File: config.mk
export PLATFORM = sky130hd
export DESIGN_NAME = m68k_target_resp
export DESIGN_NICKNAME = d
export VERILOG_FILES = /design/src/rtl/m68k_bus_pkg.sv /design/src/rtl/sync2.sv /design/src/rtl/m68k_target_resp.sv
export SDC_FILE = /design/constraint.sdc
export NUM_CORES = 1
export LEC_CHECK = 0
export ABC_AREA = 1
export ABC_CLOCK_PERIOD_IN_PS = 2180
export CAP_MARGIN = 20
export CORE_AREA = 2 2 98 100
export CTS_CLUSTER_SIZE = 24
export DETAILED_ROUTE_END_ITERATION = 6
export DIE_AREA = 0 0 100 102
export PLACE_DENSITY = 0.73
export SLEW_MARGIN = 30
export SYNTH_ARGS = -nofsm -noshare
export SYNTH_HDL_FRONTEND = slang
export SYNTH_SLANG_ARGS = --single-unit
File: constraint.sdc
create_clock -name i_clk -period 2.18 [get_ports i_clk]
set_input_delay 0.436 -clock i_clk [delete_from_list [all_inputs] [get_ports i_clk]]
set_output_delay 0.436 -clock i_clk [all_outputs]
set_load 0.1 [all_outputs]
File: src/rtl/m68k_bus_pkg.sv
// ---------------------------------------------------------------------------
// m68k_bus_pkg
// Shared definitions for the 68k target responder: register offsets decoded
// from A[2:1], STATUS/CTRL bit positions, the bus FSM state encoding and a
// byte-lane merge helper.
// ---------------------------------------------------------------------------
package m68k_bus_pkg;

  // Register offsets selected by A[2:1]
  localparam logic [1:0] OFF_TX     = 2'd0;
  localparam logic [1:0] OFF_RX     = 2'd1;
  localparam logic [1:0] OFF_STATUS = 2'd2;
  localparam logic [1:0] OFF_CTRL   = 2'd3;

  // STATUS bit positions
  localparam int STAT_TX_FULL = 0;
  localparam int STAT_RX_FULL = 1;

  // CTRL bit positions
  localparam int CTRL_INT2_EN  = 0;
  localparam int CTRL_PCIRQ_EN = 1;

  typedef enum logic [2:0] {
    ST_IDLE    = 3'd0,
    ST_DECODE  = 3'd1,
    ST_WAIT    = 3'd2,
    ST_ACK     = 3'd3,
    ST_RELEASE = 3'd4
  } state_t;

  // Replace only the lanes whose (active-low) strobe is asserted.
  function automatic logic [15:0] lane_merge(input logic [15:0] old_v,
                                             input logic [15:0] new_v,
                                             input logic        uds_n,
                                             input logic        lds_n);
    return {uds_n ? old_v[15:8] : new_v[15:8],
            lds_n ? old_v[7:0]  : new_v[7:0]};
  endfunction

endpackage

File: src/rtl/sync2.sv
// ---------------------------------------------------------------------------
// sync2
// Two-flop synchronizer for one asynchronous 68k strobe.
// Ports:
//   i_clk  bus clock
//   i_rst  synchronous active-high reset (forces both flops to RST_VAL)
//   i_d    asynchronous input
//   o_q    synchronized output
// ---------------------------------------------------------------------------
module sync2 #(
  parameter logic RST_VAL = 1'b1
) (
  input  logic i_clk,
  input  logic i_rst,
  input  logic i_d,
  output logic o_q
);

  logic r_meta;
  logic r_q;

  always_ff @(posedge i_clk) begin
    if (i_rst) begin
      r_meta <= RST_VAL;
      r_q    <= RST_VAL;
    end else begin
      r_meta <= i_d;
      r_q    <= r_meta;
    end
  end

  assign o_q = r_q;

endmodule

File: src/rtl/m68k_target_resp.sv
// ---------------------------------------------------------------------------
// m68k_target_resp
// 68k bus target occupying a 64 KB window (A[23:16] == BASE_ADDR) that
// provides a two-way mailbox between the 68k and a 286-side host.
//   TX (68k writes, host pops)  -> raises pc_irq
//   RX (host pushes, 68k reads) -> raises int2_n
// Ports:
//   i_clk, i_rst            bus clock, synchronous active-high reset
//   i_as_n, i_uds_n, i_lds_n, i_rw   asynchronous 68k strobes
//   i_addr[23:1], i_d_in    68k address / write data
//   o_d_out, o_d_oe         read data and its drive enable
//   o_dtack_n, o_dtack_oe   data acknowledge and its drive enable
//   o_int2_n                68k interrupt (low while RX full and enabled)
//   o_pc_irq                host interrupt (high while TX full and enabled)
//   i_pc_rd, o_pc_rdata     host pop of TX mailbox / TX contents
//   i_pc_wr, i_pc_wdata     host push into RX mailbox
// ---------------------------------------------------------------------------
module m68k_target_resp
  import m68k_bus_pkg::*;
#(
  parameter logic [7:0]  BASE_ADDR = 8'hE9,
  parameter int unsigned WAIT_CYC  = 2
) (
  input  logic        i_clk,
  input  logic        i_rst,
  input  logic        i_as_n,
  input  logic        i_uds_n,
  input  logic        i_lds_n,
  input  logic        i_rw,
  input  logic [23:1] i_addr,
  input  logic [15:0] i_d_in,
  output logic [15:0] o_d_out,
  output logic        o_d_oe,
  output logic        o_dtack_n,
  output logic        o_dtack_oe,
  output logic        o_int2_n,
  output logic        o_pc_irq,
  input  logic        i_pc_rd,
  output logic [15:0] o_pc_rdata,
  input  logic        i_pc_wr,
  input  logic [15:0] i_pc_wdata
);

  localparam logic [2:0] LP_WLAST = (WAIT_CYC > 0) ? 3'(WAIT_CYC - 1) : 3'd0;

  logic w_as_s, w_uds_s, w_lds_s, w_rw_s;

  sync2 u_sync_as  (.i_clk(i_clk), .i_rst(i_rst), .i_d(i_as_n),  .o_q(w_as_s));
  sync2 u_sync_uds (.i_clk(i_clk), .i_rst(i_rst), .i_d(i_uds_n), .o_q(w_uds_s));
  sync2 u_sync_lds (.i_clk(i_clk), .i_rst(i_rst), .i_d(i_lds_n), .o_q(w_lds_s));
  sync2 u_sync_rw  (.i_clk(i_clk), .i_rst(i_rst), .i_d(i_rw),    .o_q(w_rw_s));

  // Only the window select and register offset bits are decoded.
  logic w_unused_addr;
  assign w_unused_addr = ^i_addr[15:3];

  state_t      r_state;
  logic [2:0]  r_cnt;
  logic        r_armed;
  logic        r_d_oe, r_dtack_oe, r_dtack_n;

  // Access attributes captured when the cycle is accepted
  logic [7:0]  r_addr_hi;
  logic [1:0]  r_off;
  logic        r_rw, r_uds_n, r_lds_n;
  logic [15:0] r_din;
  logic [15:0] r_dout;

  logic [15:0] r_tx, r_rx;
  logic        r_tx_full, r_rx_full;
  logic [1:0]  r_ctrl;
  logic        r_int2_n, r_pc_irq;

  logic w_start, w_hit, w_dec_go, w_enter_ack;
  logic w_wr_tx, w_wr_ctrl, w_rd_rx;

  // r_armed requires AS to be seen high before a new cycle is accepted, so a
  // cycle released early (address miss) is not decoded twice while AS is low.
  assign w_start     = (r_state == ST_IDLE) && r_armed && !w_as_s &&
                       (!w_uds_s || !w_lds_s);
  assign w_hit       = (r_addr_hi == BASE_ADDR);
  assign w_dec_go    = (r_state == ST_DECODE) && !w_as_s && w_hit;
  assign w_enter_ack = (w_dec_go && (WAIT_CYC == 0)) ||
                       ((r_state == ST_WAIT) && !w_as_s && (r_cnt == LP_WLAST));

  assign w_wr_tx   = w_enter_ack && !r_rw && (r_off == OFF_TX);
  assign w_wr_ctrl = w_enter_ack && !r_rw && (r_off == OFF_CTRL);
  assign w_rd_rx   = w_enter_ack &&  r_rw && (r_off == OFF_RX);

  function automatic logic [15:0] rd_mux(input logic [1:0]  off,
                                         input logic [15:0] rx,
                                         input logic        txf,
                                         input logic        rxf,
                                         input logic [1:0]  ctrl);
    logic [15:0] v;
    v = '0;
    unique case (off)
      OFF_RX:     v = rx;
      OFF_STATUS: begin
        v[STAT_TX_FULL] = txf;
        v[STAT_RX_FULL] = rxf;
      end
      OFF_CTRL: begin
        v[CTRL_INT2_EN]  = ctrl[CTRL_INT2_EN];
        v[CTRL_PCIRQ_EN] = ctrl[CTRL_PCIRQ_EN];
      end
      default:    v = '0;
    endcase
    return v;
  endfunction

  // Bus FSM with registered bus-drive outputs
  always_ff @(posedge i_clk) begin
    if (i_rst) begin
      r_state    <= ST_IDLE;
      r_cnt      <= '0;
      r_armed    <= 1'b0;
      r_d_oe     <= 1'b0;
      r_dtack_oe <= 1'b0;
      r_dtack_n  <= 1'b1;
    end else begin
      unique case (r_state)
        ST_IDLE: begin
          r_d_oe     <= 1'b0;
          r_dtack_oe <= 1'b0;
          r_dtack_n  <= 1'b1;
          if (w_as_s) begin
            r_armed <= 1'b1;
          end else if (w_start) begin
            r_armed <= 1'b0;
            r_state <= ST_DECODE;
          end
        end
        ST_DECODE: begin
          if (!w_dec_go) begin
            // Miss or abort before decode: leave the bus untouched.
            r_state    <= ST_RELEASE;
            r_dtack_oe <= 1'b0;
            r_d_oe     <= 1'b0;
          end else if (w_enter_ack) begin
            r_state    <= ST_ACK;
            r_dtack_oe <= 1'b1;
            r_dtack_n  <= 1'b0;
            r_d_oe     <= r_rw;
          end else begin
            r_state <= ST_WAIT;
            r_cnt   <= '0;
            r_d_oe  <= r_rw;
          end
        end
        ST_WAIT: begin
          if (w_as_s) begin
            r_state    <= ST_RELEASE;
            r_dtack_oe <= 1'b1;
            r_dtack_n  <= 1'b1;
            r_d_oe     <= 1'b0;
          end else if (w_enter_ack) begin
            r_state    <= ST_ACK;
            r_dtack_oe <= 1'b1;
            r_dtack_n  <= 1'b0;
          end else begin
            r_cnt <= r_cnt + 3'd1;
          end
        end
        ST_ACK: begin
          if (w_as_s) begin
            r_state   <= ST_RELEASE;
            r_dtack_n <= 1'b1;
            r_d_oe    <= 1'b0;
          end
        end
        ST_RELEASE: begin
          r_state    <= ST_IDLE;
          r_dtack_oe <= 1'b0;
          r_dtack_n  <= 1'b1;
          r_d_oe     <= 1'b0;
        end
        default: r_state <= ST_IDLE;
      endcase
    end
  end

  // Access capture and read-data latch
  always_ff @(posedge i_clk) begin
    if (w_start) begin
      r_addr_hi <= i_addr[23:16];
      r_off     <= i_addr[2:1];
      r_rw      <= w_rw_s;
      r_uds_n   <= w_uds_s;
      r_lds_n   <= w_lds_s;
      r_din     <= i_d_in;
    end
    if (w_dec_go) begin
      r_dout <= r_rw ? rd_mux(r_off, r_rx, r_tx_full, r_rx_full, r_ctrl) : '0;
    end
  end

  // Mailbox registers, flags and interrupt outputs
  always_ff @(posedge i_clk) begin
    if (i_rst) begin
      r_tx      <= '0;
      r_rx      <= '0;
      r_tx_full <= 1'b0;
      r_rx_full <= 1'b0;
      r_ctrl    <= '0;
      r_int2_n  <= 1'b1;
      r_pc_irq  <= 1'b0;
    end else begin
      if (w_wr_tx) begin
        r_tx <= lane_merge(r_tx, r_din, r_uds_n, r_lds_n);
      end
      if (w_wr_ctrl && !r_lds_n) begin
        r_ctrl <= r_din[1:0];
      end
      if (i_pc_wr) begin
        r_rx <= i_pc_wdata;
      end
      // 68k write beats a same-cycle host pop
      if (w_wr_tx) begin
        r_tx_full <= 1'b1;
      end else if (i_pc_rd) begin
        r_tx_full <= 1'b0;
      end
      // host push beats a same-cycle 68k read clear
      if (i_pc_wr) begin
        r_rx_full <= 1'b1;
      end else if (w_rd_rx) begin
        r_rx_full <= 1'b0;
      end
      r_int2_n <= ~(r_rx_full & r_ctrl[CTRL_INT2_EN]);
      r_pc_irq <= r_tx_full & r_ctrl[CTRL_PCIRQ_EN];
    end
  end

  assign o_d_out    = r_dout;
  assign o_d_oe     = r_d_oe;
  assign o_dtack_n  = r_dtack_n;
  assign o_dtack_oe = r_dtack_oe;
  assign o_int2_n   = r_int2_n;
  assign o_pc_irq   = r_pc_irq;
  assign o_pc_rdata = r_tx;

endmodule

# After elaboration in Yosys (flattened, before gate mapping)
# Index checks and enable logic that the tools add are counted.
dict set report totals {
  register_bits 101
  latchBits 0
  ramBits 0
  romBits 0
  input_bits 63
  out_inout_bits 37
  elab_cells 124
  memories 0
}
dict set report classes {
  n_addsub 1
  n_mul 0
  div 0
  magnitude_cmp 0
  n_eq_ne 18
  shifts 0
  muxes 32
  bitwise 5
  n_reduce_logical 38
}
# op n
set op_table {}
lappend op_table {{3-bit 2-to-1 mux} 10}
lappend op_table {{1-bit 2-to-1 mux} 16}
lappend op_table {{1-bit logical AND} 13}
lappend op_table {{2-bit != test (second input constant)} 6}
lappend op_table {{3-bit one-hot mux with 4 select lines} 1}
lappend op_table {{2-bit AND reduction} 5}
lappend op_table {{8-bit == test (second input constant)} 1}
lappend op_table {{2-bit nonzero test} 4}
lappend op_table {{3-bit by 1-bit == test with 1-bit output (second input constant)} 2}
lappend op_table {{3-bit by 2-bit == test with 1-bit output (second input constant)} 2}
lappend op_table {{1-bit one-hot mux with 3 select lines} 2}
lappend op_table {{2-bit one-hot mux with 3 select lines} 1}
lappend op_table {{3-bit one-hot mux with 2 select lines} 1}
lappend op_table {{3-bit nonzero test} 2}
lappend op_table {{1-bit zero test} 5}
lappend op_table {{5-bit AND reduction} 1}
lappend op_table {{2-bit == test (second input constant)} 2}
lappend op_table {{2-bit by 1-bit != test with 1-bit output (second input constant)} 2}
lappend op_table {{1-bit one-hot mux with 4 select lines} 1}
lappend op_table {{4-bit AND reduction} 1}
lappend op_table {{4-bit nonzero test} 1}
lappend op_table {{2-bit OR reduction} 2}
lappend op_table {{3-bit by 1-bit adder with 3-bit output (second input constant)} 1}
lappend op_table {{3-bit == test (second input constant)} 1}
lappend op_table {{other kinds (8)} 11}

# Longest topological paths before layout
# Gate-level depths: netlist of run 1.
dict set report depth {
  depth_word 7
  ltp_mapped 10
  depth_no_buf 10
}

# Hierarchy
# A second synthesis of run 1 with hierarchy kept.
dict set report hier_totals {
  cells_unflattened 396
  hier_area_um2 3834.9
}
# module instances cells_each area_each_um2 seq_area_each_um2
set modules_own_cells {}
lappend modules_own_cells {m68k_target_resp 1 368 3599.7 2312.2}
lappend modules_own_cells {sync2 4 7 58.8 40.0}

# Worst setup path after synthesis of run 1
# No wires, ideal clock.
dict set report synth_path {
  path_kind {reg-to-reg}
  from {register r_state[0]}
  to {register r_addr_hi[0] (enable)}
  setup_ns 0.415
  arrival_ns 1.897
  required_ns 1.765
  path_slack_ns -0.132
  path_stages_with_launch 6
  cell_sequence {dfxtp_1 inv_2 nand2_1 nor2_1 nand2_1 nor2_1}
}
dict set report synth_via {
  elab_chain_len 4
}
# item line_no
set synth_rtl {}
lappend synth_rtl {{from (decl)} m68k_target_resp.sv:57} ;# state_t r_state;
lappend synth_rtl {{from (signal assigned)} m68k_target_resp.sv:115} ;# r_state <= ST_IDLE;
lappend synth_rtl {{from (signal assigned)} m68k_target_resp.sv:131} ;# r_state <= ST_DECODE;
lappend synth_rtl {{from (signal assigned)} m68k_target_resp.sv:137} ;# r_state <= ST_RELEASE;
lappend synth_rtl {{3-bit zero test} m68k_target_resp.sv:79} ;# assign w_start = (r_state == ST_IDLE) && r_armed && !w_as_s &&
lappend synth_rtl {{1-bit logical AND (3 in series)} m68k_target_resp.sv:79}
lappend synth_rtl {{named net w_start} m68k_target_resp.sv:74} ;# logic w_start, w_hit, w_dec_go, w_enter_ack;
lappend synth_rtl {{to (signal assigned)} m68k_target_resp.sv:186} ;# r_addr_hi <= i_addr[23:16];
lappend synth_rtl {{to (decl)} m68k_target_resp.sv:63} ;# logic [7:0] r_addr_hi;
# The timed path passes the listed nets, and every way through them passes these cells.
# A chain may end at the register's enable or synchronous reset.

# Worst setup path in the final report of run 1
dict set report layout_path {
  from {register r_state[0]}
  to {register r_addr_hi[1] (enable)}
}
# Same word-level chain as after synthesis.

==> run summary, run 1 <==
The run finished with clean final reports. Measured in cells, the most critical reg-to-reg path has a length of 6. The CTS buffer count is 9. For the finished layout, the period the worst path requires is 1.56 ns. The number of nets in the layout is 558. The latest clock arrival within the worst-skew pair came out at 0.34 ns.

Setup repair after global routing left no endpoint under its margin. The number of max-slew violations in the final report came out at 0. The number of gates resized after cts came out at 0. The global-route wire length before repair is 11800 um.

The portion of total power attributed to the clock network came out at 33.9%. The initialized floorplan defines 35 standard-cell rows. The post-detailed-route wirelength per cell is 11.9 um. The share of the synthesized area in compound gates (AO/OA/AOI/OAI) is 6.89%. The fraction of final layout cells with drive strength greater than 1 is 15.9%. The number of setup buffers added after CTS came out at 0. Clock-pin slew was measured on the worst setup and hold paths at 0.09 ns. The simple-gate area share of the yosys netlist is 20.9%.

Counting every sink on the clock net gives 101. The leakage dissipation is 2.08 nW. The largest voltage drop on the vdd net came out at 390 uV. The setup-violating endpoint count in the final report came out at 0.

The total area inside the core boundary comes to 9110 sq um. The adder-cell area share of the yosys netlist came out at 0.653%. The floorplan die height came out at 102 um. Once detail routing completed, the nets flagged for antenna violations numbered 0. The internal power of the cells totals 2.62 mW. Across every metal layer, demand over resource in global routing totals 14.6%. The count of warnings emitted by yosys is 0. The remaining global-route overflow is 0.

The area growth from synthesis to layout is 28.8%. The horizontal extent of the die came out at 100 um. The largest total area in the synthesized netlist belongs to sky130_fd_sc_hd__edfxtp_1. The number of hold-repair buffers added at the cts stage is 0. The violation count after the first detailed-routing iteration came out at 92. The repair_antennas step left the layout with diodes totalling 0. The starting utilization of the core area came out at 42.0%. The cell depth of the worst hold path came out at 1.

The data required time at the worst endpoint came out at 2.19 ns. The power share of the combinational group came out at 5.1%. The distinct cell type count of the synthesized netlist came out at 25.

TritonCTS built the clock tree. The number of synthesized register bits came out at 101. The number of filler instances in the final layout is 816. The die covers 10200 sq um.

The final routed DRC violation total is 0. The worst setup path is launched from a register. The largest net degree at the start of global routing came out at 38. After synthesis, the share of cell area in mux cells is 0%. The overall routed net length came out at 7260 um.

The parity-gate share of the synthesized area counting xor and xnor cells came out at 0.229%. The count of pins on the block boundary is 100. The placer's final routability congestion estimate is 0.854. The fraction of the cycle the final worst path needs is 71.7%. Summed over all nets, the half-perimeter wirelength after detailed placement is 5290 um. The depth of the CTS H-tree came out at 3. The via count of the routed design is 2840. The number of buffers inserted by port buffering came out at 86.

The type of the setup path with the least slack is register to register. The instance count of the mapped netlist came out at 401. In the post-synthesis netlist, the biggest area contributors are sky130_fd_sc_hd__edfxtp_1 (35%), sky130_fd_sc_hd__dfxtp_1 (29%), sky130_fd_sc_hd__nor2_1 (7.1%). The worst setup path is captured at a register.

By area, the combinational part of the netlist is dominated by simple AND/OR/NAND/NOR gates. The tree is rooted in a sky130_fd_sc_hd__clkbuf_8. The via count of the first global-routing pass is 2713. The number of search-and-repair iterations in the first detailed-routing pass is 4.

In this run the tightest slew margin relative to its limit is 58.6%. The fraction of the core area covered by cells at the end of the flow is 54.2%. At the pin with the least slew margin, the transition time is 0.619 ns. The largest fanout on the critical path is 29. STA puts the critical path data arrival time at 1.57 ns. The worst hold path belongs to the class register to register. The sequential cell fraction of total power came out at 61.0%. The highest attainable clock frequency came out at 639 MHz.

The post-detailed-route via-to-cell ratio is 4.66. The accumulated negative setup slack is 0 ns. The proportion of netlist area held by the largest area contributor is 35.3%. The power density over the cells is 669 nW/um^2. The max-cap violation count came out at 0. The synthesized area per cell came out at 9.55 sq um. In this run the power spent charging and discharging nets is 675 uW. The part of the Yosys area used for sequential elements is 64.6%. The switching power share of the total came out at 20.5%. The number of nets handed over by synthesis was 466. The maximum root-to-sink buffer count is 2. The number of antenna violations at the first check in global routing is 0. The final count of hold timing violations is 0. The cell area that synthesis handed to floorplanning was 3830 sq um. The largest clock skew in the final design is 0.00967 ns.
Yosys cell counts:
library cell,count
sky130_fd_sc_hd__a21oi_1,25
sky130_fd_sc_hd__buf_6,1
sky130_fd_sc_hd__clkbuf_1,9
sky130_fd_sc_hd__clkinv_1,1
sky130_fd_sc_hd__dfxtp_1,56
sky130_fd_sc_hd__edfxtp_1,45
sky130_fd_sc_hd__ha_1,2
sky130_fd_sc_hd__inv_1,53
sky130_fd_sc_hd__inv_2,3
sky130_fd_sc_hd__nand2_1,65
sky130_fd_sc_hd__nand3_1,19
sky130_fd_sc_hd__nand3_4,1
sky130_fd_sc_hd__nand4_1,2
sky130_fd_sc_hd__nand4_2,2
sky130_fd_sc_hd__nand4_4,1
sky130_fd_sc_hd__nor2_1,72
sky130_fd_sc_hd__nor2_4,1
sky130_fd_sc_hd__nor2_8,1
sky130_fd_sc_hd__nor3_1,3
sky130_fd_sc_hd__o211ai_1,1
sky130_fd_sc_hd__o21ai_0,24
sky130_fd_sc_hd__o21ai_1,1
sky130_fd_sc_hd__o22ai_1,1
sky130_fd_sc_hd__or2_2,11
sky130_fd_sc_hd__xor2_1,1
cell families (layout without fill, tap and decap cells):
kind of cell,after synthesis,count (layout)
buffers and inverters,67,164
AND/OR/NAND/NOR,178,178
flip-flops,101,101
adder cells (fa/ha/maj),2,2
AO/OA/AOI/OAI,52,52
XOR/XNOR,1,1
power by group through the flow:
| stage | combinational, mW | clock [mW] | sequential [mW] |
|---|---|---|---|
| 3_5_place_dp | 0.169 | 0 | 2.06 |
| 6_report | 0.169 | 1.12 | 2.01 |
| 4_1_cts | 0.170 | 1.15 | 2.01 |
| 2_1_floorplan | 0.0629 | 0 | 2.05 |
| 3_3_place_gp | 0.165 | 0 | 2.06 |
| 5_1_grt | 0.188 | 1.24 | 2.02 |
critical path, cell delays in order, from the launching register on:
cell,delay [ns]
sky130_fd_sc_hd__dfxtp_1,0.36
sky130_fd_sc_hd__inv_2,0.12
sky130_fd_sc_hd__nand2_1,0.07
sky130_fd_sc_hd__nor2_1,0.13
sky130_fd_sc_hd__nand2_1,0.11
sky130_fd_sc_hd__nor2_2,0.09
sky130_fd_sc_hd__buf_4,0.34
placed cells by master, fill, tap and decap left out, types with 11 or more instances in the layout:
master | netlist | routed
sky130_fd_sc_hd__nor2_1 | 72 | 71
sky130_fd_sc_hd__nand2_1 | 65 | 65
sky130_fd_sc_hd__dfxtp_1 | 56 | 56
sky130_fd_sc_hd__inv_1 | 53 | 53
sky130_fd_sc_hd__clkdlybuf4s50_1 | 0 | 49
sky130_fd_sc_hd__edfxtp_1 | 45 | 45
sky130_fd_sc_hd__buf_4 | 0 | 42
sky130_fd_sc_hd__a21oi_1 | 25 | 25
sky130_fd_sc_hd__o21ai_0 | 24 | 24
sky130_fd_sc_hd__nand3_1 | 19 | 19
sky130_fd_sc_hd__or2_2 | 11 | 11
stage by stage:
stage	power [mW]	cell area, sq um	hold slack, ns	worst slack (ns)	std cells
floorplan	2.12	3840	0.383	0.342	401
global placement	2.22	4740	0.393	0.577	593
detailed placement	2.23	4740	0.391	0.534	593
CTS	3.34	4930	0.414	0.607	609
global route	3.44	4930	0.424	0.429	609
finish	3.30	4930	0.412	0.616	609
final cells by class:
type	count	area, sq um	share of cell area, %
clock inverter	4	30.0	0.609
multi-input combinational	233	1110	22.4
inverter	57	214	4.34
clock buffer	12	166	3.37
tap	111	139	2.82
sequential	101	2470	50.1
timing repair buffer	91	806	16.3
path summary, 6_finish.rpt:
kind,from,endpoint,slack (ns)
worst max-delay path,r_state[0]$_SDFFE_PP0P_,r_addr_hi[1]$_DFFE_PP_,0.62
worst min register to register,r_ctrl[0]$_SDFFE_PP0P_,o_int2_n$_SDFF_PP1_,0.41
worst max register to register,r_state[0]$_SDFFE_PP0P_,r_addr_hi[1]$_DFFE_PP_,0.62
worst min-delay path,r_ctrl[0]$_SDFFE_PP0P_,o_int2_n$_SDFF_PP1_,0.41
state kept, by name (all words and copies together), names as in the netlist, 2 cells and up:
register and count:
r_off 2, r_rx 16, o_pc_rdata 16, r_state 3, r_cnt 3, o_d_out 16, r_addr_hi 8, r_ctrl 2
r_din 16
layer usage:
metal	track usage, %	wire length, um	vias up
met1	17.3	3210	1293
met2	26.0	3580	78
met4	5.58	76	0
met5	0	0	-
li1	-	-	1462
met3	3.15	396	7
Note: power is estimated with default switching activity, not from simulation.
==> run 2, diff against run 1 <==
--- a/config.mk
+++ b/config.mk
@@ -6,12 +6,12 @@
 export NUM_CORES = 1
 export LEC_CHECK = 0
 export ABC_AREA = 1
-export ABC_CLOCK_PERIOD_IN_PS = 2180
+export ABC_CLOCK_PERIOD_IN_PS = 1520
 export CAP_MARGIN = 20
-export CORE_AREA = 2 2 98 100
+export CORE_AREA = 2 2 96 98
 export CTS_CLUSTER_SIZE = 24
 export DETAILED_ROUTE_END_ITERATION = 6
-export DIE_AREA = 0 0 100 102
+export DIE_AREA = 0 0 98 100
 export PLACE_DENSITY = 0.73
 export SLEW_MARGIN = 30
 export SYNTH_ARGS = -nofsm -noshare
==> constraint.sdc (replaced) <==
create_clock -name i_clk -period 1.52 [get_ports i_clk]
set_input_delay 0.304 -clock i_clk [delete_from_list [all_inputs] [get_ports i_clk]]
set_output_delay 0.304 -clock i_clk [all_outputs]
set_load 0.1 [all_outputs]
==> run 2 against run 1 <==
Compared with the run above: global-route usage increased by 1.3 points; clock power increased by 62%; sequential cell count unchanged; clock skew increased by 0.0043 ns; via count increased by 5.1%; combinational power increased by 54%; largest cell class unchanged.
==> run summary, run 2 (synthesized netlist as in run 1, its figures left out) <==
The run finished with clean final reports. The worst register-to-register path ends at o_pc_rdata[2]$_SDFFE_PP0P_. The final routed DRC violation total came out at 0 (unchanged). The endpoint arrival time on the critical path came out at 1.76 ns (+0.19 ns). The number of buffers inserted by port buffering came out at 86 (unchanged).

The power density over the cells came to 875 nW/um^2 (+31%). The sequential cell fraction of total power is 58.2% (-2.8 points). The post-detailed-route count of antenna-violating nets was 0 (unchanged).

The largest net degree at the start of global routing came to 36 (-5.3%). The CTS buffer count is 9 (unchanged). The floorplan core area is 8890 sq um (-2.4%).

The horizontal extent of the die is 98 um (-2.0%). The number of hold-repair buffers added at the cts stage came out at 0 (unchanged). The setup slack on the worst flop-to-flop path came to 0.02 ns (-0.60 ns). The worst setup slack after layout is 0.0174 ns (-0.599 ns).

The final total power is 4.96 mW (+50%). The number of nets in the layout came to 571 (+2.3%). The routed length on met1 was 3340 um (+4.0%). The setup-violating endpoint count in the final report is 0 (unchanged). The remaining global-route overflow was 0 (unchanged). The type of the most critical hold path is register to register. The largest fanout on the critical path came out at 8 (-72%). The clock sink count is 101 (unchanged).

The all-layer global routing usage came out at 15.9% (+1.3 points). The portion of total power attributed to the clock network is 36.6% (+2.7 points). The worst slew margin relative to its limit is 71.1% (+12 points).

The placer's final routability congestion estimate was 0.723 (-15%). The maximum root-to-sink buffer count is 2 (unchanged). The max-cap violation count came out at 0 (unchanged). Setup repair after global routing could not meet its margin everywhere. The die area is 9800 sq um (-3.9%). The measured slew at the worst slew-check pin came out at 0.433 ns (-0.186 ns). STA classifies the critical path startpoint as a register. The largest voltage drop on the vdd net came out at 480 uV (+23%). The count of pins on the block boundary came to 100 (unchanged). The power dissipated by switching net loads came out at 1.01 mW (+49%).

The cell depth of the worst hold path came out at 0 (-1). By startpoint and endpoint, the worst setup path is classified as register to register. The root buffer cell chosen for the clock tree is sky130_fd_sc_hd__clkbuf_8. STA classifies the critical path endpoint as a register.

The clock transition at the register clock pins on the worst setup and hold paths after CTS came out at 0.10 ns (about the same). The final count of hold timing violations is 0 (unchanged). The largest clock skew in the final design is 0.0140 ns (+0.00430 ns). The routed length on met3 is 435 um (+9.8%). The highest metal layer carrying signal wires in the routed design is met4. The violation count after the first detailed-routing iteration came out at 125 (+36%). The highest attainable clock frequency came to 665 MHz (+4.1%). The pre-CTS setup slack came out at -0.0410 ns (-0.575 ns). The data required time at the worst endpoint is 1.77 ns (-0.42 ns).

The start point of the critical path is r_state[1]$_SDFFE_PP0P_. The area growth from synthesis to layout is 48.1%. In the layout the commonest cells are sky130_fd_sc_hd__nor2_1 (67), sky130_fd_sc_hd__nand2_1 (58), sky130_fd_sc_hd__inv_1 (53). The floorplan die height came out at 100 um (-2.0%). The fraction of the core area covered by cells at the end of the flow is 63.8% (+9.7 points). The post-detailed-route wirelength per cell is 12.9 um (+8.2%).

The switching power share of the total came out at 20.3% (-0.14 points). The final critical path time including I/O delays and setup came out at 1.50 ns (-0.0612 ns). The post-detailed-route via-to-cell ratio came to 4.80 (+2.9%). The final antenna diode count came out at 0 (unchanged). The latest clock arrival within the worst-skew pair is 0.36 ns (+0.02 ns). The number of search-and-repair iterations in the first detailed-routing pass came out at 5 (+1). The startpoint of the worst register-to-register path is r_state[1]$_SDFFE_PP0P_. TritonCTS built the clock tree. The number of max-slew violations in the final report is 0 (unchanged). The fraction of the cycle the final worst path needs came to 98.9% (+27 points). The power share of the combinational group is 5.2% (about the same).

The starting utilization of the core area is 43.1% (+1.0 points). The via count of the routed design was 2984 (+5.1%). The internal power component came out at 3.95 mW (+51%). The depth of the CTS H-tree is 3 (unchanged). The leakage dissipation came to 2.34 nW (+13%). The cell depth of the worst flop-to-flop path was 8 (+2).

The detailed route wirelength on metal2 was 4110 um (+15%). The via count of the first global-routing pass came out at 2743 (+1.1%). The global-route wire length before repair is 12300 um (+4.3%). The endpoint of the most critical setup path is o_pc_rdata[2]$_SDFFE_PP0P_. The number of filler instances in the final layout is 685 (-16%). The most common cell after layout, fill and taps aside is sky130_fd_sc_hd__nor2_1. The number of antenna violations at the first check in global routing is 0 (unchanged). The fraction of final layout cells with drive strength greater than 1 came out at 20.9% (+5.1 points). The total half-perimeter wirelength after legalization and detailed placement came out at 5560 um (+5.2%). The overall routed net length is 8030 um (+11%). The number of placement rows came to 35 (unchanged).
-- run 2: cell count changes in the layout (fill, tap and decap cells not counted), moves of 4 or more --
cell / change
sky130_fd_sc_hd__buf_12: +42
sky130_fd_sc_hd__buf_4: -31
sky130_fd_sc_hd__nand2_1: -7
sky130_fd_sc_hd__nand2_2: +5
sky130_fd_sc_hd__dfxtp_1: -4
sky130_fd_sc_hd__nor2_1: -4
-- run 2: worst min-delay path by stage --
stage | start | end | slack (ns)
after global placement | u_sync_uds.r_meta$_SDFF_PP1_ | u_sync_uds.o_q$_SDFF_PP1_ | 0.39
after detailed placement | u_sync_lds.r_meta$_SDFF_PP1_ | u_sync_lds.o_q$_SDFF_PP1_ | 0.40
after CTS | u_sync_rw.o_q$_SDFF_PP1_ | r_rw$_DFFE_PP_ | 0.42
after global routing | u_sync_lds.r_meta$_SDFF_PP1_ | u_sync_lds.o_q$_SDFF_PP1_ | 0.43
final | u_sync_rw.o_q$_SDFF_PP1_ | r_rw$_DFFE_PP_ | 0.42
after floorplan | r_ctrl[0]$_SDFFE_PP0P_ | o_int2_n$_SDFF_PP1_ | 0.38
-- run 2: per-stage QoR --
stage | instance area (sq um) | instances | hold slack (ns) | setup TNS, ns
2_1_floorplan | 3850 | 401 | 0.383 | -0.164
3_3_place_gp | 5310 | 598 | 0.391 | 0
3_5_place_dp | 5310 | 598 | 0.397 | -0.0867
4_1_cts | 5550 | 614 | 0.418 | -0.0229
5_1_grt | 5670 | 622 | 0.428 | -0.225
6_report | 5670 | 622 | 0.417 | 0
-- run 2: final cells by class --
type / instances / area (sq um) / share of cell area, %
Sequential cell: 101 / 2480 / 43.7
Timing Repair Buffer: 103 / 1430 / 25.1
Multi-Input combinational cell: 234 / 1200 / 21.1
Inverter: 57 / 216 / 3.82
Tap cell: 111 / 139 / 2.45
Clock buffer: 10 / 128 / 2.25
Clock inverter: 6 / 87.6 / 1.54
-- run 2: timing repair --
action	CTS	global route
endpoints found under the setup margin	7	46
cloned	0	1
pin swaps	1	11
buffers inserted	0	7
gates resized for setup	5	19
-- run 2: power groups by stage --
stage	clock network (mW)	logic [mW]	registers [mW]
after floorplan	0	0.0913	2.95
after global placement	0	0.247	2.95
after detailed placement	0	0.257	2.95
after CTS	1.85	0.259	2.89
after global routing	1.97	0.286	2.89
final	1.81	0.260	2.89
-- run 2: critical path, cell delays in order, from the launching register on --
cell and delay (ns):
sky130_fd_sc_hd__dfxtp_4 0.38, sky130_fd_sc_hd__inv_4 0.04, sky130_fd_sc_hd__nor2_4 0.17, sky130_fd_sc_hd__nand3_4 0.13, sky130_fd_sc_hd__nor2_8 0.16, sky130_fd_sc_hd__buf_4 0.15
sky130_fd_sc_hd__nand4_4 0.14, sky130_fd_sc_hd__nor2_1 0.17, sky130_fd_sc_hd__nor2_1 0.06
-- run 2: metal layers --
layer	track usage, %	vias up
li1	-	1491
met1	18.8	1380
met2	28.3	101
met3	3.41	12
met4	6.20	0
met5	0	-
==> run 3, diff against run 2 <==
--- a/config.mk
+++ b/config.mk
@@ -12,6 +12,7 @@
 export CTS_CLUSTER_SIZE = 24
 export DETAILED_ROUTE_END_ITERATION = 6
 export DIE_AREA = 0 0 98 100
+export MAX_ROUTING_LAYER = met4
 export PLACE_DENSITY = 0.73
 export SLEW_MARGIN = 30
 export SYNTH_ARGS = -nofsm -noshare
==> run 3 against run 2 <==
Compared with the run above: final cell count did not move; design area grew 0.18%; highest routed layer unchanged; register-to-register slack about the same; worst setup slack improved by 0.00069 ns; clock skew up 0.0012 ns; first-iteration DRC count shrank 0.80%; clock-buffer cell count did not move; die area unchanged; utilization rose by 0.11 points; critical path type unchanged.
==> run summary, run 3 (synthesized netlist as in run 1, its figures left out) <==
The run finished with clean final reports. The remaining global-route overflow is 0 (unchanged). The library cell used most frequently in the layout, excluding fill and tap cells, is sky130_fd_sc_hd__nor2_1. The final routed DRC violation total is 0 (unchanged). The highest attainable clock frequency was 666 MHz (about the same).

The total cell area at the placement stage is 5310 sq um (unchanged). The min-delay analysis places its worst path in the category register to register. The starting utilization of the core area is 43.1% (unchanged).

The largest voltage drop on the vdd net was 477 uV (-0.59%). The post-detailed-route via-to-cell ratio came out at 4.77 (-0.57%). The final critical path time including I/O delays and setup came out at 1.50 ns (-0.000688 ns). The post-detailed-route count of antenna-violating nets came out at 0 (unchanged). The endpoint arrival time on the critical path came out at 1.77 ns (about the same). The leakage dissipation came out at 2.34 nW (about the same). The final count of hold timing violations came out at 0 (unchanged). The violation count after the first detailed-routing iteration came out at 124 (-0.80%). The number of buffers inserted by port buffering is 86 (unchanged). The number of search-and-repair iterations in the first detailed-routing pass came out at 5 (unchanged). The overall routed net length came out at 7960 um (-0.83%). The final instance area came out at 5680 sq um (+0.18%). The depth of the CTS H-tree was 3 (unchanged). The data required time at the worst endpoint is 1.78 ns (about the same).

The tree is rooted in a sky130_fd_sc_hd__clkbuf_8. The global-route wire length before repair came out at 12400 um (+0.22%). The area growth from synthesis to layout came out at 48.4%. The max-cap violation count came out at 0 (unchanged).

Setup repair after global routing could not meet its margin everywhere. The number of max-slew violations in the final report is 0 (unchanged). The instance count after placement with tap cells included came to 598 (unchanged). The total half-perimeter wirelength after legalization and detailed placement came out at 5560 um (unchanged). The cell depth of the worst hold path is 1 (+1). The placer's final routability congestion estimate is 0.731 (+1.2%). The largest clock skew in the final design came out at 0.0151 ns (+0.00117 ns). The cell depth of the worst flop-to-flop path came to 8 (unchanged). The floorplan core area is 8890 sq um (unchanged). The fraction of the cycle the final worst path needs is 98.8% (about the same). The worst slew margin relative to its limit is 71.5% (+0.35 points).

The number of nets in the layout came out at 571 (unchanged). The setup-violating endpoint count in the final report came out at 0 (unchanged). The all-layer global routing usage came out at 16.4% (+0.48 points).

The number of hold-repair buffers added at the cts stage came to 0 (unchanged). The measured slew at the worst slew-check pin is 0.428 ns (-0.00527 ns). The final antenna diode count is 0 (unchanged). The number of antenna violations at the first check in global routing is 0 (unchanged). The largest net degree at the start of global routing is 36 (unchanged). The via count of the routed design is 2967 (-0.57%). The total area of sequential cells is 2480 sq um (unchanged). The sort of element at the end of the critical path is a register. The via count of the first global-routing pass came out at 2759 (+0.58%). The die area came to 9800 sq um (unchanged).

The largest fanout on the critical path came out at 8 (unchanged). The floorplan die height came out at 100 um (unchanged). The clock sink count came to 101 (unchanged).

TritonCTS built the clock tree. The number of filler instances in the final layout is 685 (unchanged). The maximum root-to-sink buffer count is 2 (unchanged). STA classifies the critical path startpoint as a register. The fraction of final layout cells with drive strength greater than 1 came out at 21.7% (+0.78 points). The area taken by multi-input logic gates is 1210 sq um (+0.84%). The horizontal extent of the die is 98 um (unchanged). The post-detailed-route wirelength per cell is 12.8 um (-0.83%). The count of pins on the block boundary is 100 (unchanged). The power density over the cells came out at 874 nW/um^2 (about the same). The CTS buffer count was 9 (unchanged). By startpoint and endpoint, the worst setup path is classified as register to register. The number of standard cells in the layout, taps in and fillers out is 622 (unchanged).

The latest clock arrival within the worst-skew pair is 0.36 ns (about the same). The top cell types in the final layout, fill and taps aside, are sky130_fd_sc_hd__nor2_1 (63), sky130_fd_sc_hd__nand2_1 (58), sky130_fd_sc_hd__inv_1 (53). The number of placement rows is 35 (unchanged). The clock transition at the register clock pins on the worst setup and hold paths after CTS came out at 0.10 ns (about the same).
==> run 3: cell counts in the layout (fill, tap and decap cells not counted) <==
Identical to the previous run, type by type.
==> run 3: layout make-up <==
class                   instances  share of cell area, %
flip-flops and latches        101                   43.6
clock buffers                  10                   2.25
well taps                     111                   2.44
repair buffers                103                   25.1
clock inverters                 6                   1.54
multi-input cells             234                   21.2
inverters                      57                   3.81
==> run 3: worst max-delay path, cell delays in order, from the launching register on <==
cell                      delay [ns]
sky130_fd_sc_hd__dfxtp_4        0.38
sky130_fd_sc_hd__inv_4          0.04
sky130_fd_sc_hd__nor2_4         0.17
sky130_fd_sc_hd__nand3_4        0.13
sky130_fd_sc_hd__nor2_8         0.16
sky130_fd_sc_hd__buf_4          0.15
sky130_fd_sc_hd__nand4_4        0.16
sky130_fd_sc_hd__nor2_1         0.16
sky130_fd_sc_hd__nor2_1         0.06
==> run 3: path summary, 6_finish.rpt <==
| kind | start | end | slack, ns |
|---|---|---|---|
| hold / removal | r_ctrl[0]$_SDFFE_PP0P_ | o_int2_n$_SDFF_PP1_ | 0.42 |
| setup reg to reg | r_state[1]$_SDFFE_PP0P_ | o_pc_rdata[3]$_SDFFE_PP0P_ | 0.02 |
| setup / recovery | r_state[1]$_SDFFE_PP0P_ | o_pc_rdata[3]$_SDFFE_PP0P_ | 0.02 |
| hold reg to reg | r_ctrl[0]$_SDFFE_PP0P_ | o_int2_n$_SDFF_PP1_ | 0.42 |
==> run 3: per-layer routing <==
metal / part of all wire (%) / vias to the layer above / global-route usage (%)
li1: - / 1490 / -
met1: 42 / 1387 / 18.8
met2: 53 / 85 / 28.3
met3: 4.5 / 5 / 3.41
met4: 0.62 / 0 / 6.20
met5: 0 / - / -
==> run 3: metrics by stage <==
step / setup slack (ns) / setup TNS, ns / hold slack, ns / utilization, % / total power [mW]
after global routing: -0.0351 / -0.252 / 0.428 / 63.9 / 5.14
after CTS: -0.0229 / -0.0229 / 0.418 / 62.4 / 5.00
after floorplan: -0.00564 / -0.164 / 0.383 / - / 3.04
after detailed placement: -0.0410 / -0.0867 / 0.397 / 59.8 / 3.21
final: 0.0181 / 0 / 0.416 / 63.9 / 4.97
after global placement: 0.0611 / 0 / 0.391 / 59.8 / 3.20
==> run 3: repair_timing <==
action	CTS	global route
pin swaps	1	11
setup buffers	0	7
gates cloned	0	1
endpoints found under the setup margin	7	46
resized for setup	5	23
==> run 3: report_power, final <==
| group | internal (mW) | switching [mW] |
|---|---|---|
| Combinational | 0.156 | 0.102 |
| Clock | 0.929 | 0.892 |
| Sequential | 2.87 | 0.0180 |
